[config.mk]
export PLATFORM = sky130hd
export DESIGN_NAME = hilo_div_ctrl
export DESIGN_NICKNAME = d
export VERILOG_FILES = /design/src/rtl/hilo_div_ctrl_pkg.sv /design/src/rtl/hilo_div_ctrl_step.sv /design/src/rtl/hilo_div_ctrl.sv
export SDC_FILE = /design/constraint.sdc
export NUM_CORES = 1
export LEC_CHECK = 0
export CAP_MARGIN = 20
export CORE_MARGIN = 2
export CORE_UTILIZATION = 40
export DETAILED_ROUTE_END_ITERATION = 6
export PLACE_DENSITY = 0.7
export REMOVE_ABC_BUFFERS = 1
export SLEW_MARGIN = 40
export SYNTH_ARGS = -nofsm -noshare
export SYNTH_HDL_FRONTEND = slang
export SYNTH_SLANG_ARGS = --single-unit
[constraint.sdc]
create_clock -name clk -period 14.95 [get_ports clk]
set_input_delay 1.495 -clock clk [delete_from_list [all_inputs] [get_ports clk]]
set_output_delay 1.495 -clock clk [all_outputs]
set_load 0.01 [all_outputs]
[src/rtl/hilo_div_ctrl_pkg.sv]
// Shared constants for the HI/LO divide sequencer: FSM state encoding and
// handshake levels.
package hilo_div_ctrl_pkg;

  localparam int RegBus = 32;
  localparam logic [RegBus-1:0] ZeroWord = '0;
  localparam logic WriteEnable = 1'b1;
  localparam logic RstEnable = 1'b1;

  localparam logic DivResultReady = 1'b1;
  localparam logic DivResultNotReady = 1'b0;
  localparam logic DivStart = 1'b1;
  localparam logic DivStop = 1'b0;

  typedef enum logic [1:0] {
    DivIdle  = 2'd0,
    DivShort = 2'd1,
    DivRun   = 2'd2,
    DivDone  = 2'd3
  } div_state_t;

endpackage

[src/rtl/hilo_div_ctrl_step.sv]
// One restoring-divide iteration: shift in a dividend bit, trial-subtract
// the divisor, keep the difference when it is non-negative.
module hilo_div_ctrl_step #(
  parameter int WIDTH = 32
) (
  input  logic [WIDTH-1:0] rem,
  input  logic             dividend_bit,
  input  logic [WIDTH-1:0] divisor,
  output logic [WIDTH-1:0] rem_next,
  output logic             q_bit
);

  logic [WIDTH:0] shifted;
  logic [WIDTH:0] diff;

  assign shifted = {rem, dividend_bit};
  assign diff    = shifted - {1'b0, divisor};

  // A negative difference means shifted < divisor, so it fits in WIDTH bits.
  always_comb begin
    q_bit    = ~diff[WIDTH];
    rem_next = diff[WIDTH] ? shifted[WIDTH-1:0] : diff[WIDTH-1:0];
  end

endmodule

[src/rtl/hilo_div_ctrl.sv]
// Multi-cycle DIV/DIVU sequencer producing the HI (remainder) / LO (quotient)
// write pair. Optional HILO_DIV_EARLY_EXIT_EN skips RUN when |dividend| < |divisor|.
module hilo_div_ctrl
  import hilo_div_ctrl_pkg::*;
#(
  parameter int WIDTH = 32,
  parameter int CNT_W = 6
) (
  input  logic             clk,
  input  logic             rst,
  input  logic             start_i,
  input  logic             annul_i,
  input  logic             signed_i,
  input  logic [WIDTH-1:0] dividend_i,
  input  logic [WIDTH-1:0] divisor_i,
  output logic [WIDTH-1:0] hi_o,
  output logic [WIDTH-1:0] lo_o,
  output logic             ready_o,
  output logic             stallreq_o
);

  function automatic logic [WIDTH-1:0] magnitude(input logic [WIDTH-1:0] v, input logic neg);
    return neg ? (~v + WIDTH'(1)) : v;
  endfunction

  div_state_t       state_reg, state_next;
  logic [CNT_W-1:0] cnt_reg, cnt_next;
  logic [WIDTH-1:0] dividend_reg, dividend_next;
  logic [WIDTH-1:0] divisor_reg, divisor_next;
  logic [WIDTH-1:0] rem_reg, rem_next;
  logic [WIDTH-1:0] hi_reg, hi_next;
  logic [WIDTH-1:0] lo_reg, lo_next;
  logic [WIDTH-1:0] short_hi_reg, short_hi_next;
  logic             signed_reg, signed_next;
  logic             dividend_neg_reg, dividend_neg_next;
  logic             divisor_neg_reg, divisor_neg_next;

  logic             dividend_neg, divisor_neg;
  logic [WIDTH-1:0] dividend_mag, divisor_mag;
  logic [WIDTH-1:0] step_rem, quot_final;
  logic             step_q;
  logic             abort;

  assign dividend_neg = signed_i & dividend_i[WIDTH-1];
  assign divisor_neg  = signed_i & divisor_i[WIDTH-1];
  assign dividend_mag = magnitude(dividend_i, dividend_neg);
  assign divisor_mag  = magnitude(divisor_i, divisor_neg);
  assign abort        = annul_i | ~start_i;

  // Quotient bits shift into the dividend register as its bits are consumed.
  hilo_div_ctrl_step #(.WIDTH(WIDTH)) u_step (
    .rem          (rem_reg),
    .dividend_bit (dividend_reg[WIDTH-1]),
    .divisor      (divisor_reg),
    .rem_next     (step_rem),
    .q_bit        (step_q)
  );

  assign quot_final = {dividend_reg[WIDTH-2:0], step_q};

  always_comb begin
    state_next        = state_reg;
    cnt_next          = cnt_reg;
    dividend_next     = dividend_reg;
    divisor_next      = divisor_reg;
    rem_next          = rem_reg;
    hi_next           = hi_reg;
    lo_next           = lo_reg;
    short_hi_next     = short_hi_reg;
    signed_next       = signed_reg;
    dividend_neg_next = dividend_neg_reg;
    divisor_neg_next  = divisor_neg_reg;
    case (state_reg)
      DivIdle: begin
        if (start_i == DivStart && !annul_i) begin
          signed_next       = signed_i;
          dividend_neg_next = dividend_neg;
          divisor_neg_next  = divisor_neg;
          dividend_next     = dividend_mag;
          divisor_next      = divisor_mag;
          cnt_next          = '0;
          rem_next          = '0;
          if (divisor_i == '0) begin
            short_hi_next = '0;
            state_next    = DivShort;
`ifdef HILO_DIV_EARLY_EXIT_EN
          end else if (dividend_mag < divisor_mag) begin
            short_hi_next = dividend_i;
            state_next    = DivShort;
`endif
          end else begin
            state_next = DivRun;
          end
        end
      end
      DivShort: begin
        if (abort) begin
          state_next = DivIdle;
        end else begin
          hi_next    = short_hi_reg;
          lo_next    = '0;
          state_next = DivDone;
        end
      end
      DivRun: begin
        if (abort) begin
          state_next = DivIdle;
        end else begin
          rem_next      = step_rem;
          dividend_next = quot_final;
          cnt_next      = cnt_reg + CNT_W'(1);
          if (cnt_reg == CNT_W'(WIDTH - 1)) begin
            // Sign fix wraps mod 2^WIDTH, so MIN / -1 yields MIN with no trap.
            lo_next    = magnitude(quot_final, signed_reg & (dividend_neg_reg ^ divisor_neg_reg));
            hi_next    = magnitude(step_rem, signed_reg & dividend_neg_reg);
            state_next = DivDone;
          end
        end
      end
      default: state_next = DivIdle;
    endcase
  end

  always_ff @(posedge clk) begin
    if (rst == RstEnable) begin
      state_reg        <= DivIdle;
      cnt_reg          <= '0;
      dividend_reg     <= '0;
      divisor_reg      <= '0;
      rem_reg          <= '0;
      hi_reg           <= '0;
      lo_reg           <= '0;
      short_hi_reg     <= '0;
      signed_reg       <= 1'b0;
      dividend_neg_reg <= 1'b0;
      divisor_neg_reg  <= 1'b0;
    end else begin
      state_reg        <= state_next;
      cnt_reg          <= cnt_next;
      dividend_reg     <= dividend_next;
      divisor_reg      <= divisor_next;
      rem_reg          <= rem_next;
      hi_reg           <= hi_next;
      lo_reg           <= lo_next;
      short_hi_reg     <= short_hi_next;
      signed_reg       <= signed_next;
      dividend_neg_reg <= dividend_neg_next;
      divisor_neg_reg  <= divisor_neg_next;
    end
  end

  assign ready_o    = (state_reg == DivDone) ? DivResultReady : DivResultNotReady;
  assign hi_o       = hi_reg;
  assign lo_o       = lo_reg;
  assign stallreq_o = start_i & ~ready_o & ~annul_i;

endmodule

* Word level (Yosys, flattened, before mapping)
Cells that the tools add are included.
Operators by class: add/subtract/negate cells 6, multiply operators 0, divide/modulo/power cells 0, $lt $le $gt $ge 0, equality and inequality tests 9, shift-type cells 0, mux-type cells 28, bitwise logic cells 16, reduce and logical (&&, ||, !) cells 10
Operator list (number):
- 32-bit 2-to-1 mux | 14
- 32-bit case mux with 2 select lines | 4
- 32-bit by 1-bit adder with 32-bit output (second input constant) | 4
- 32-bit inverter | 4
- 33-bit by 32-bit subtractor with 33-bit output | 1
- 32-bit zero test | 1
- 6-bit 2-to-1 mux | 2
- 6-bit case mux with 2 select lines | 1
- 2-bit 2-to-1 mux | 5
- 2-bit inequality test (second input constant) | 4
- 6-bit by 1-bit adder with 6-bit output (second input constant) | 1
- 1-bit AND | 6
- 6-bit by 5-bit equality test with 1-bit output (second input constant) | 1
- 2-bit case mux with 3 select lines | 1
- 2-bit equality test (second input constant) | 2
- 1-bit inverter | 4
- 2-bit AND reduction | 2
- 4-bit AND reduction | 1
- 2-bit nonzero test | 2
- 3-bit inequality test (second input constant) | 1
- 3-bit AND reduction | 1
- 2-bit by 1-bit equality test with 1-bit output (second input constant) | 1
- 2-bit zero test | 1
- 1-bit logical AND | 1
- 4 further kinds | 4
Storage, ports and cells: register bits 171, bits in latches 0, RAM bits 0, memory bits (read-only) 0, bits of input ports 69, output and inout bits 66, logic and storage cells 79, memories kept 0

* Longest topological paths before layout
word-level depth 8, mapped depth 24, gate-level depth less buffers 23

* Modules after synthesis
A second synthesis with hierarchy kept.
Unflattened totals: cells, all modules 1424, area, all modules 11412.2 um^2
Modules (own cells, without submodules):
- hilo_div_ctrl | instances 1, cells each 1119, area an instance 9053.7 um^2, seq. area each 3423.3 um^2
- hilo_div_ctrl_step | instances 1, cells each 305, area an instance 2358.5 um^2, seq. area each 0.0 um^2

* Worst setup path before layout
Ideal clock, no wire load.
path type register to register, start register dividend_reg[31], end register hi_reg[20], in the netlist hi_o[20], setup time 0.117 ns, arrival time 4.591 ns, data required time 14.833 ns, setup slack 10.242 ns, cell stages (with the launch flop) 22, buffers on the path 1, cells stage by stage dfxtp_1 > inv_1 > ha_1 > fa_1 > nor2b_4 > o31a_2 > o211ai_2 > a211o_4 > a211oi_4 > o21a_2 > nor2_4 > inv_2 > buf_2 > o21ai_0 > inv_1 > ha_1 > nor4bb_1 > nand4b_1 > a22oi_2 > nand2_1 > xnor2_1 > a22o_1
Between the ends: word-level cells in the longest chain between the ends 8
Ends and longest elaborated chain:
- start: declaration | line hilo_div_ctrl.sv:28 | logic [WIDTH-1:0] dividend_reg, dividend_next;
- start signal: assignment | line hilo_div_ctrl.sv:140 | dividend_reg <= dividend_next;
- 33-bit by 32-bit subtractor with 33-bit output | line hilo_div_ctrl_step.sv:17 | assign diff = shifted - {1'b0, divisor};
- 32-bit 2-to-1 mux (*) | line hilo_div_ctrl_step.sv:22 | rem_next = diff[WIDTH] ? shifted[WIDTH-1:0] : diff[WIDTH-1:0];
- 32-bit inverter | line hilo_div_ctrl.sv:23 | return neg ? (~v + WIDTH'(1)) : v;
- 32-bit by 1-bit adder with 32-bit output | line hilo_div_ctrl.sv:23
- 32-bit 2-to-1 mux (*) | line hilo_div_ctrl.sv:23
- 32-bit 2-to-1 mux (*) | line hilo_div_ctrl.sv:112 | if (cnt_reg == CNT_W'(WIDTH - 1)) begin
- 32-bit 2-to-1 mux (*) | line hilo_div_ctrl.sv:106 | if (abort) begin
- 32-bit case mux with 2 select lines (*) | line hilo_div_ctrl.sv:73 | case (state_reg)
- end signal: assignment | line hilo_div_ctrl.sv:143 | hi_reg <= hi_next;
- end: declaration | line hilo_div_ctrl.sv:31 | logic [WIDTH-1:0] hi_reg, hi_next;
Every way passes the cells marked *; elsewhere a longest branch is shown, timed or not. The select of a mux whose other input is x is not followed. A chain may end at the register's enable or synchronous reset.

* Worst setup path after layout
Ends and elaborated chain as after synthesis.

==> impl_metrics.ini <==
[status]
run_status = complete, no violations

[power_and_ir_drop]
power_leakage_uw = 0.00510
vdd_ir_drop_max_mv = 0.0646
power_uw = 1290
cellPowerDensity_mw_per_mm2 = 91.0

[clock_network]
ctsHoldBuffers = 0
clockBufferDepth = 2
htree_levels = 4
cts_sinks = 171
post-cts-setup-buffers = 0
cts_tree = built
clk_latency_ps = 450
clk_pin_slew_ps = 70
cts_buffers = 17
root_buffer = clkbuf_16
cts_resized = 0

[place]
place_congestion = 0.957
portBuffers = 134
numPlacedInstances = 2044
place_area_mm2 = 0.0136
dp_hpwl_mm = 27.2

[floorplanning]
dieArea_mm2 = 0.0317
rows = 63
die_x_um = 178
die_h_um = 178
io_pins = 135
start_util_pct = 40.8
core_area_mm2 = 0.0297

[final_layout]
syn2layout_area_growth_pct = 17.1
n_fill_cell = 2900
layout-drive-gt1-share_pct = 6.52
mostFrequentLayoutCell = nand2_1
diodes = 0
register_area_mm2 = 0.00342
multi_input_area_mm2 = 0.00808
final_nets = 1784
final_cell_count_no_fill = 2076
fin_area_mm2 = 0.0142
final_cell_mix = 221 x nand2_1, 176 x nor2_1, 171 x dfxtp_1

[min_path]
min_delay_path_depth = 2
hold_path.class = flip-flop to flip-flop

[drt]
drt_wl_total_mm = 36.8
via_per_inst = 5.78
routedWlPerCell_um = 17.7
drc_errors = 0
vias = 12000
firstDrtPassIters = 5
drtIter0Drc = 922
drtAntennaViolNets = 0

[global_route]
grt_pass1_vias = 11300
grt_max_degree = 75
antenna_found_initial = 0
grt_pass1_wl_mm = 58.7
gr-usage-all-layers_pct = 23.2
overflow = 0

[sta]
maxSlewViolCount = 0
relSlewSlack_pct = 43.4
fin_crit_sh_pct = 38.5
hold_violations = 0
period_needed_ps = 5750
hold_ws_ps = 449
setup_violations = 0
worst_pin_slew_ps = 841
clock.fmax_mhz = 174
rsz0062_at_grt = false
fin_skew_ps = 13.5
tns_ps = 0

[synth]
synth_compound_area_share_pct = 25.6
netlist_area_mm2 = 0.0121
ys_ff_latch = 171
synth.distinct_cells = 101
synth_top_family_by_area = compound AO/OA/AOI/OAI gates
synthXorXnorAreaFrac_pct = 9.39
synth_area_leaders = dfxtp_1 28%, nand2_1 6.9%, nor2_1 5.5%, xnor2_1 5.1%, a21oi_1 5.0%
synth_top_cell_by_area = dfxtp_1
async_flop_share_pct = 0
synth_enable_flop_cells = 0
yosys_warnings = 0
synthesis.instances = 1606
muxShareOfSynthArea_pct = 2.18
seq_area_frac_synth_pct = 28.2
synth.avg_cell_area_um2 = 7.55
synth-simple-area-share_pct = 24.8
ys.flop_type = dfxtp_1
synth_top_area_share_pct = 28.2
synthAdderAreaFrac_pct = 4.39

[worst_setup_path]
slowest_stage = nor4bb_1
path_class = flip-flop to flip-flop
ff2ff_path_depth = 20
worstPathArrival_ps = 6090
cp-start-kind = flip-flop
crit_chain = inv_1, ha_1, fa_1, nor2b_4, o31a_2, o211ai_2, a211o_4, a211oi_4, o21a_2, nor2_4, inv_2, o21ai_0, inv_1, ha_1, nor4bb_1, nand4b_1, a22oi_2, nand2_1, xnor2_1, a22o_1
required_ps = 15290
cp_max_fo = 21
end_kind = flip-flop
crit_path_max_incr_delay_ps = 710

[run]
drv_cap = 0
[cells in the mapped netlist, types with 18 or more instances]
library cell	n
o21ai_1	23
inv_1	51
a211oi_1	33
dfxtp_1	171
o21ai_0	99
nand3_1	19
nand2_1	223
nor2_1	177
xnor2_1	70
a21oi_1	120
nor4_1	19
clkbuf_1	72
ha_1	41
a22oi_1	43
or3_1	18
xor2_1	60
nor3_1	35
[layout make-up]
type                       count  share of cell area (%)
multi-input combinational   1285                    56.9
sequential                   171                    24.1
timing repair buffer         146                    10.1
tap                          390                    3.43
clock buffer                  18                    3.09
inverter                      52                    1.37
clock inverter                14                    1.06
[cells by family after synthesis]
kind of cell / count (synthesis)
xor+xnor: 130
compound gates: 465
flops: 171
simple gates: 623
fa+ha+maj: 42
mux: 25
buf+inv: 150
[routing by layer]
| layer | GRT usage [%] | vias to the layer above | routed length (um) |
|---|---|---|---|
| li1 | - | 5885 | - |
| met1 | 30.6 | 5633 | 16400 |
| met2 | 38.1 | 405 | 17200 |
| met3 | 3.69 | 67 | 2140 |
| met4 | 8.37 | 0 | 1080 |
| met5 | 0 | - | 0 |
[report_power, final]
group / leakage (uW) / internal, uW / switching, uW
combinational: 0.00343 / 131 / 222
clock: 0.000288 / 228 / 222
sequential: 0.00139 / 472 / 17.1
total: 0.00510 / 831 / 461
[worst max-delay path: cells and delay by family, from the launching register on]
family | cells | cell delay, ps
compound gates | 8 | 2470
simple gates | 5 | 1280
fa+ha+maj | 3 | 920
buf+inv | 3 | 460
flops | 1 | 350
xor+xnor | 1 | 150
[path summary, 6_finish.rpt]
check / start / to / slack (ps)
setup reg to reg: dividend_reg[31] / hi_o[20] / 9200
hold reg to reg: hi_o[22] / hi_o[22] / 450
setup / recovery: dividend_reg[31] / hi_o[20] / 9200
hold / removal: hi_o[22] / hi_o[22] / 450
[stage by stage]
stage	setup slack, ps	utilization [%]
6_report	9200	47.8
5_1_grt	8950	47.8
4_1_cts	9340	47.8
3_5_place_dp	9360	45.8
3_3_place_gp	9510	45.8
2_1_floorplan	9440	-
(Power assumes the default switching activity.)
